**config.mk**
```make
export PLATFORM = sky130hd
export DESIGN_NAME = eh2_ifu_expand_align
export DESIGN_NICKNAME = d
export VERILOG_FILES = /design/src/rtl/eh2_ifu_expand_align.sv
export SDC_FILE = /design/constraint.sdc
export NUM_CORES = 2
export LEC_CHECK = 0
export ABC_AREA = 1
export CORE_MARGIN = 1.5
export CORE_UTILIZATION = 25
export DETAILED_ROUTE_END_ITERATION = 8
export DONT_BUFFER_PORTS = 1
export GPL_TIMING_DRIVEN = 0
export PLACE_DENSITY_LB_ADDON = 0.12
export SETUP_SLACK_MARGIN = 0.5
export SLEW_MARGIN = 20
export SYNTH_ARGS = -nofsm -noshare
export SYNTH_HDL_FRONTEND = slang
export SYNTH_SLANG_ARGS = --single-unit
export TNS_END_PERCENT = 50
```
**constraint.sdc**
```tcl
create_clock -name clk -period 9.1 [get_ports clk]
set_input_delay 0.455 -clock clk [delete_from_list [all_inputs] [get_ports clk]]
set_output_delay 0.455 -clock clk [all_outputs]
set_load 0.01 [all_outputs]
```
**src/rtl/eh2_ifu_expand_align.sv**
```systemverilog
// Fetch-packet aligner and RVC expander between the IFU fetch buffer and decode.
// Packets of FETCH_HW halfwords are written into a circular halfword queue; each
// cycle up to NOUT in-order instructions are presented, expanded to 32 bits.
// Ports:
//   clk, rst      clock, synchronous active-high reset
//   flush         discard all queued halfwords, reload PC from the next packet
//   fetch_*       packet handshake (valid/ready), data, PC[31:1], first valid halfword
//   out_valid     per-lane valid (thermometer)
//   out_instr     expanded instruction per lane (raw encoding when illegal)
//   out_pc        PC[31:1] per lane
//   out_is16      lane came from a compressed encoding
//   out_illegal   encoding illegal (lane still valid)
//   out_take      decode consumes lanes (thermometer, subset of out_valid)
module eh2_ifu_expand_align #(
  parameter int FETCH_HW = 4,
  parameter int DEPTH    = 12,
  parameter int NOUT     = 2,
  parameter int RVC_EN   = 1
) (
  input  logic                          clk,
  input  logic                          rst,
  input  logic                          flush,
  input  logic                          fetch_valid,
  output logic                          fetch_ready,
  input  logic [16*FETCH_HW-1:0]        fetch_data,
  input  logic [30:0]                   fetch_pc,
  input  logic [$clog2(FETCH_HW)-1:0]   fetch_start,
  output logic [NOUT-1:0]               out_valid,
  output logic [32*NOUT-1:0]            out_instr,
  output logic [31*NOUT-1:0]            out_pc,
  output logic [NOUT-1:0]               out_is16,
  output logic [NOUT-1:0]               out_illegal,
  input  logic [NOUT-1:0]               out_take
);
  localparam int PW = (DEPTH > 1) ? $clog2(DEPTH) : 1;
  localparam int CW = $clog2(DEPTH + 1);

  logic [15:0]   q [DEPTH];
  logic [PW-1:0] head;
  logic [CW-1:0] count;
  logic [30:0]   head_pc;
  logic          pc_load;
  logic          accept;
  int            taken;
  int            enq;

  // Offsets never exceed two queue lengths, so two conditional subtracts
  // give a modulo that works for non-power-of-2 depths.
  function automatic logic [PW-1:0] wrap(input int p);
    int s;
    s = p;
    if (s >= DEPTH) s = s - DEPTH;
    if (s >= DEPTH) s = s - DEPTH;
    return PW'(s);
  endfunction

  // RV32C to RV32I expansion; returns 0 for reserved/illegal encodings.
  function automatic logic [31:0] expand16(input logic [15:0] i);
    logic [31:0] o;
    logic [6:0]  f7;
    logic [2:0]  f3;
    o  = 32'h0;
    f7 = (i[6:5] == 2'b00) ? 7'h20 : 7'h00;
    f3 = (i[6:5] == 2'b00) ? 3'b000 : (i[6:5] == 2'b01) ? 3'b100 :
         (i[6:5] == 2'b10) ? 3'b110 : 3'b111;
    case ({i[1:0], i[15:13]})
      5'b00_000: if (i[12:5] != 8'd0)
        o = {2'b0, i[10:7], i[12:11], i[5], i[6], 2'b00, 5'd2, 3'b000, 2'b01, i[4:2], 7'h13};
      5'b00_010: o = {5'b0, i[5], i[12:10], i[6], 2'b00, 2'b01, i[9:7], 3'b010, 2'b01, i[4:2], 7'h03};
      5'b00_110: o = {5'b0, i[5], i[12], 2'b01, i[4:2], 2'b01, i[9:7], 3'b010, i[11:10], i[6], 2'b00, 7'h23};
      5'b01_000: o = {{6{i[12]}}, i[12], i[6:2], i[11:7], 3'b000, i[11:7], 7'h13};
      5'b01_001: o = {i[12], i[8], i[10:9], i[6], i[7], i[2], i[11], i[5:3], i[12], {8{i[12]}}, 5'd1, 7'h6f};
      5'b01_010: o = {{6{i[12]}}, i[12], i[6:2], 5'd0, 3'b000, i[11:7], 7'h13};
      5'b01_011: begin
        if ({i[12], i[6:2]} != 6'd0) begin
          if (i[11:7] == 5'd2)
            o = {{3{i[12]}}, i[4:3], i[5], i[2], i[6], 4'b0000, 5'd2, 3'b000, 5'd2, 7'h13};
          else
            o = {{15{i[12]}}, i[6:2], i[11:7], 7'h37};
        end
      end
      5'b01_100: begin
        case (i[11:10])
          2'b00:   if (!i[12]) o = {7'h00, i[6:2], 2'b01, i[9:7], 3'b101, 2'b01, i[9:7], 7'h13};
          2'b01:   if (!i[12]) o = {7'h20, i[6:2], 2'b01, i[9:7], 3'b101, 2'b01, i[9:7], 7'h13};
          2'b10:   o = {{6{i[12]}}, i[12], i[6:2], 2'b01, i[9:7], 3'b111, 2'b01, i[9:7], 7'h13};
          default: if (!i[12]) o = {f7, 2'b01, i[4:2], 2'b01, i[9:7], f3, 2'b01, i[9:7], 7'h33};
        endcase
      end
      5'b01_101: o = {i[12], i[8], i[10:9], i[6], i[7], i[2], i[11], i[5:3], i[12], {8{i[12]}}, 5'd0, 7'h6f};
      5'b01_110, 5'b01_111:
        o = {i[12], {3{i[12]}}, i[6:5], i[2], 5'd0, 2'b01, i[9:7], 2'b00, i[13], i[11:10], i[4:3], i[12], 7'h63};
      5'b10_000: if (!i[12]) o = {7'h00, i[6:2], i[11:7], 3'b001, i[11:7], 7'h13};
      5'b10_010: if (i[11:7] != 5'd0)
        o = {4'b0, i[3:2], i[12], i[6:4], 2'b00, 5'd2, 3'b010, i[11:7], 7'h03};
      5'b10_100: begin
        if (!i[12]) begin
          if (i[6:2] == 5'd0) begin
            if (i[11:7] != 5'd0) o = {12'h0, i[11:7], 3'b000, 5'd0, 7'h67};
          end else begin
            o = {7'h00, i[6:2], 5'd0, 3'b000, i[11:7], 7'h33};
          end
        end else begin
          if (i[11:2] == 10'd0)     o = 32'h0010_0073;
          else if (i[6:2] == 5'd0)  o = {12'h0, i[11:7], 3'b000, 5'd1, 7'h67};
          else                      o = {7'h00, i[6:2], i[11:7], 3'b000, i[11:7], 7'h33};
        end
      end
      5'b10_110: o = {4'b0, i[8:7], i[12], i[6:2], 5'd2, 3'b010, i[11:9], 2'b00, 7'h23};
      default:   o = 32'h0;
    endcase
    return o;
  endfunction

  // Ready depends on the registered count only, so decode's take never
  // feeds back into the fetch handshake within a cycle.
  assign fetch_ready = int'(count) <= (DEPTH - FETCH_HW);
  assign accept      = fetch_valid & fetch_ready & ~flush;
  assign enq         = accept ? (FETCH_HW - int'(fetch_start)) : 0;

  // Lane formation: each lane starts right after the previous one; a lane
  // that is not fully queued breaks the valid chain for all later lanes.
  always_comb begin
    int          off;
    logic        chain;
    logic        is32;
    logic        ill;
    logic [15:0] lo;
    logic [15:0] hi;
    logic [31:0] ex;
    off         = 0;
    chain       = 1'b1;
    is32        = 1'b0;
    ill         = 1'b0;
    lo          = 16'h0;
    hi          = 16'h0;
    ex          = 32'h0;
    taken       = 0;
    out_valid   = '0;
    out_instr   = '0;
    out_pc      = '0;
    out_is16    = '0;
    out_illegal = '0;
    for (int k = 0; k < NOUT; k++) begin
      lo    = q[wrap(int'(head) + off)];
      hi    = q[wrap(int'(head) + off + 1)];
      is32  = (lo[1:0] == 2'b11);
      ex    = (RVC_EN != 0) ? expand16(lo) : 32'h0;
      ill   = !is32 && (ex == 32'h0);
      chain = chain && (int'(count) >= off + (is32 ? 2 : 1));
      out_valid[k]          = chain;
      out_is16[k]           = !is32;
      out_illegal[k]        = ill;
      out_instr[32*k +: 32] = is32 ? {hi, lo} : (ill ? {16'h0, lo} : ex);
      out_pc[31*k +: 31]    = head_pc + 31'(off);
      if (chain && out_take[k]) taken = taken + (is32 ? 2 : 1);
      off = off + (is32 ? 2 : 1);
    end
  end

  // Queue storage: halfwords fetch_start.. land at the tail in order.
  always_ff @(posedge clk) begin
    if (accept) begin
      for (int j = 0; j < FETCH_HW; j++) begin
        if (j >= int'(fetch_start))
          q[wrap(int'(head) + int'(count) + j - int'(fetch_start))] <= fetch_data[16*j +: 16];
      end
    end
  end

  // Queue control: flush outranks both take and accept.
  always_ff @(posedge clk) begin
    if (rst) begin
      count   <= '0;
      head    <= '0;
      head_pc <= '0;
      pc_load <= 1'b1;
    end else if (flush) begin
      count   <= '0;
      pc_load <= 1'b1;
    end else begin
      count <= CW'(int'(count) - taken + enq);
      head  <= wrap(int'(head) + taken);
      // With pc_load set the queue is empty, so nothing can be taken.
      if (accept && pc_load) head_pc <= fetch_pc + 31'(fetch_start);
      else                   head_pc <= head_pc + 31'(taken);
      if (accept) pc_load <= 1'b0;
    end
  end
endmodule

```
==> flow_summary.ini <==
[synthesis]
yosysUniqueCellTypes = 68
syn-cell-area_mm2 = 0.0282
ys.flop_type = edfxtp_1
synth-seq-cells = 232
synth_warnings = 0
ys_top_cells_by_area = edfxtp_1 20%, a21oi_1 10%, nand2_1 10%
syn_nets = 4739
synth_top_area_share = 0.204
syn_avg_cell_area_um2 = 6.19
syn-instance-count = 4554
synth-async-reset-ratio = 0
synth_edf_count = 192
ys_seq_area_frac = 0.233
yosysTopAreaCell = edfxtp_1

[clock_tree]
ctsRootBufferMaster = clkbuf_16
cts_tree = yes
path_clk_slew_ns = 0.06
clockBufferDepth = 3
clkSinkCount = 232
h-tree-depth = 1
numCtsBuffers = 28
clk_latency_ns = 0.59

[die]
rows = 123
fp.dieH_um = 339
die-area_mm2 = 0.115
ios = 236
start_util = 0.251
die_x_um = 339
design.core.area_mm2 = 0.112

[setup_path]
worstPathRequired_ns = 9.57
r2r_slack_ns = 0.81
critical_path_class = flop to flop
crit_path_max_fanout = 10
r2r-end = head[2]
path_buf_inv = 14
endpoint_kind = flop
cp_common_cell = inv_1
critPathLaunchType = flop
max_stage_delay_ns = 0.47
reg2reg_depth = 49
cp.arrival_ns = 8.76
critPathSlowestCell = a31oi_2
rr_startpoint = head[2]
worst_path_dominant_cell_family = buffers and inverters

[final_layout]
nNetsFinal = 4850
drive_gt1_frac = 0.0839
layout_common_cells = 743 x nand2_1, 583 x a21oi_1, 533 x o21ai_0
nFillCells = 12700
multi_input_area_mm2 = 0.0189
regArea_mm2 = 0.00657
final_common_cell = nand2_1
syn_to_final_growth_pct = 14.9

[worst_hold_path]
holdPathEnd = head[2]
min_from = rst
hold_path.class = input port to flop
min_path_cells = 3

[global_routing]
grt_overflow = 0
grtUsageTotal = 0.334
grt_pass1_vias = 32700
grt_max_degree = 17
grt_pass1_wl_um = 273000
antenna_found_initial = 18

[place]
place_congestion = 1.05
dp_hpwl_um = 163000
port_buffers = 0

[run]
cap_violations = 0

[status]
status = finished clean

[detailed_routing]
via_per_inst = 5.81
first_iter_violations = 5057
wire_per_inst_um = 32.4
drtPass1Iterations = 6
finalWirelength_um = 201000
drc = 0
via_count = 36000
ant_nets = 0

[timing]
grt_setup_unrepaired = true
holdWs_ns = 0.0356
max_freq_ghz = 0.121
tightest_slew_ns = 1.23
hold_viol = 0
period_share = 0.911
period_minus_slack_ns = 8.29
relSlewSlack = 0.172
setup-violations-final = 0
skew_ns = 0.0209
drv_slew = 0
-- worst max-delay path by stage --
stage,end,slack (ns),from,cells past startpoint
final,head[2],0.81,head[2],49
after global routing,head_pc[24],0.38,head[2],69
after CTS,head_pc[28],0.50,head[2],70
after detailed placement,head_pc[28],-2.66,head[3],48
after global placement,head_pc[28],-2.73,head[3],48
after floorplan,head[2],0.59,head[3],57
-- stage by stage --
stage | setup TNS [ns] | cell area (µm²) | util | cells | setup slack [ns]
5_1_grt | 0 | 32400 | 0.289 | 6186 | 0.378
3_5_place_dp | -58.16 | 30300 | 0.270 | 6071 | -2.66
6_report | 0 | 32400 | 0.289 | 6192 | 0.814
4_1_cts | 0 | 31900 | 0.284 | 6161 | 0.501
3_3_place_gp | -61.06 | 30100 | 0.268 | 6054 | -2.73
2_1_floorplan | 0 | 28200 | - | 4554 | 0.586
-- logic make-up after synthesis --
| logic type | share of synthesized area |
|---|---|
| flip-flops | 0.233 |
| AO/OA/AOI/OAI | 0.310 |
| adder cells (fa/ha/maj) | 0.0396 |
| buffers and inverters | 0.118 |
| AND/OR/NAND/NOR | 0.269 |
| multiplexers | 0.00262 |
| XOR/XNOR | 0.0283 |
-- worst register-to-register path: cells and delay by family (launching register included) --
family	cells	cell delay, ns
flip-flops	1	0.36
adder cells (fa/ha/maj)	8	1.83
buffers and inverters	14	1.91
XOR/XNOR	2	0.35
multiplexers	2	0.68
AO/OA/AOI/OAI	9	1.79
AND/OR/NAND/NOR	14	1.27
-- layout make-up --
class                   instances  share of cell area
diodes                          6            0.000463
clock inverters                20             0.00695
clock buffers                  31              0.0220
repair buffers                 81              0.0207
inverters                     517              0.0604
well taps                    1500              0.0579
flip-flops and latches        232               0.203
multi-input cells            3471               0.584
plain buffers                 334              0.0444
-- timing repair --
action                                  in CTS  in global routing
pin swaps                                   39                 41
resized for setup                           91                 77
setup buffers                               38                 25
hold buffers                                 1                  0
endpoints found under the setup margin      47                 23
hold endpoints to repair                     1                  0
-- sequential cells by signal, indices dropped and copies added, names as in the netlist --
signal   count
count        4
q          192
head         4
pc_load      1
head_pc     31
-- per-layer routing --
metal | track usage | share of wire | routed length (µm) | vias to the layer above
met4 | 0.176 | 0.062 | 12400 | 12
met5 | 0 | 0.00037 | 75 | -
li1 | - | - | - | 15900
met1 | 0.450 | 0.42 | 84700 | 17400
met2 | 0.516 | 0.43 | 86700 | 2181
met3 | 0.0479 | 0.084 | 16900 | 427
-- cell usage after synthesis, types with 5 or more instances --
| library cell | number |
|---|---|
| nand2_1 | 760 |
| a31oi_1 | 25 |
| buf_2 | 22 |
| o31ai_1 | 6 |
| nand3_1 | 246 |
| o2bb2ai_1 | 11 |
| clkbuf_1 | 287 |
| o22ai_1 | 143 |
| o21ai_0 | 544 |
| xor2_1 | 69 |
| o311ai_0 | 17 |
| o2111ai_1 | 12 |
| nand2_4 | 15 |
| dfxtp_1 | 40 |
| nor2_4 | 5 |
| nor2_1 | 497 |
| edfxtp_1 | 192 |
| a21oi_1 | 585 |
| clkinv_1 | 8 |
| nor4_1 | 14 |
| o211ai_1 | 76 |
| o221ai_1 | 10 |
| nor2_2 | 12 |
| buf_6 | 14 |
| nor3_1 | 66 |
| a32oi_1 | 12 |
| nand4_1 | 44 |
| buf_1 | 8 |
| nand3b_1 | 5 |
| inv_2 | 14 |
| fa_1 | 12 |
| nand2_2 | 33 |
| inv_1 | 493 |
| ha_1 | 70 |
| or2_2 | 18 |
| a211oi_1 | 76 |
| nand3_2 | 13 |
| xnor2_1 | 17 |
Power is not shown: default switching activity piles up to over one toggle a cycle in this logic, so the estimate is an artifact.
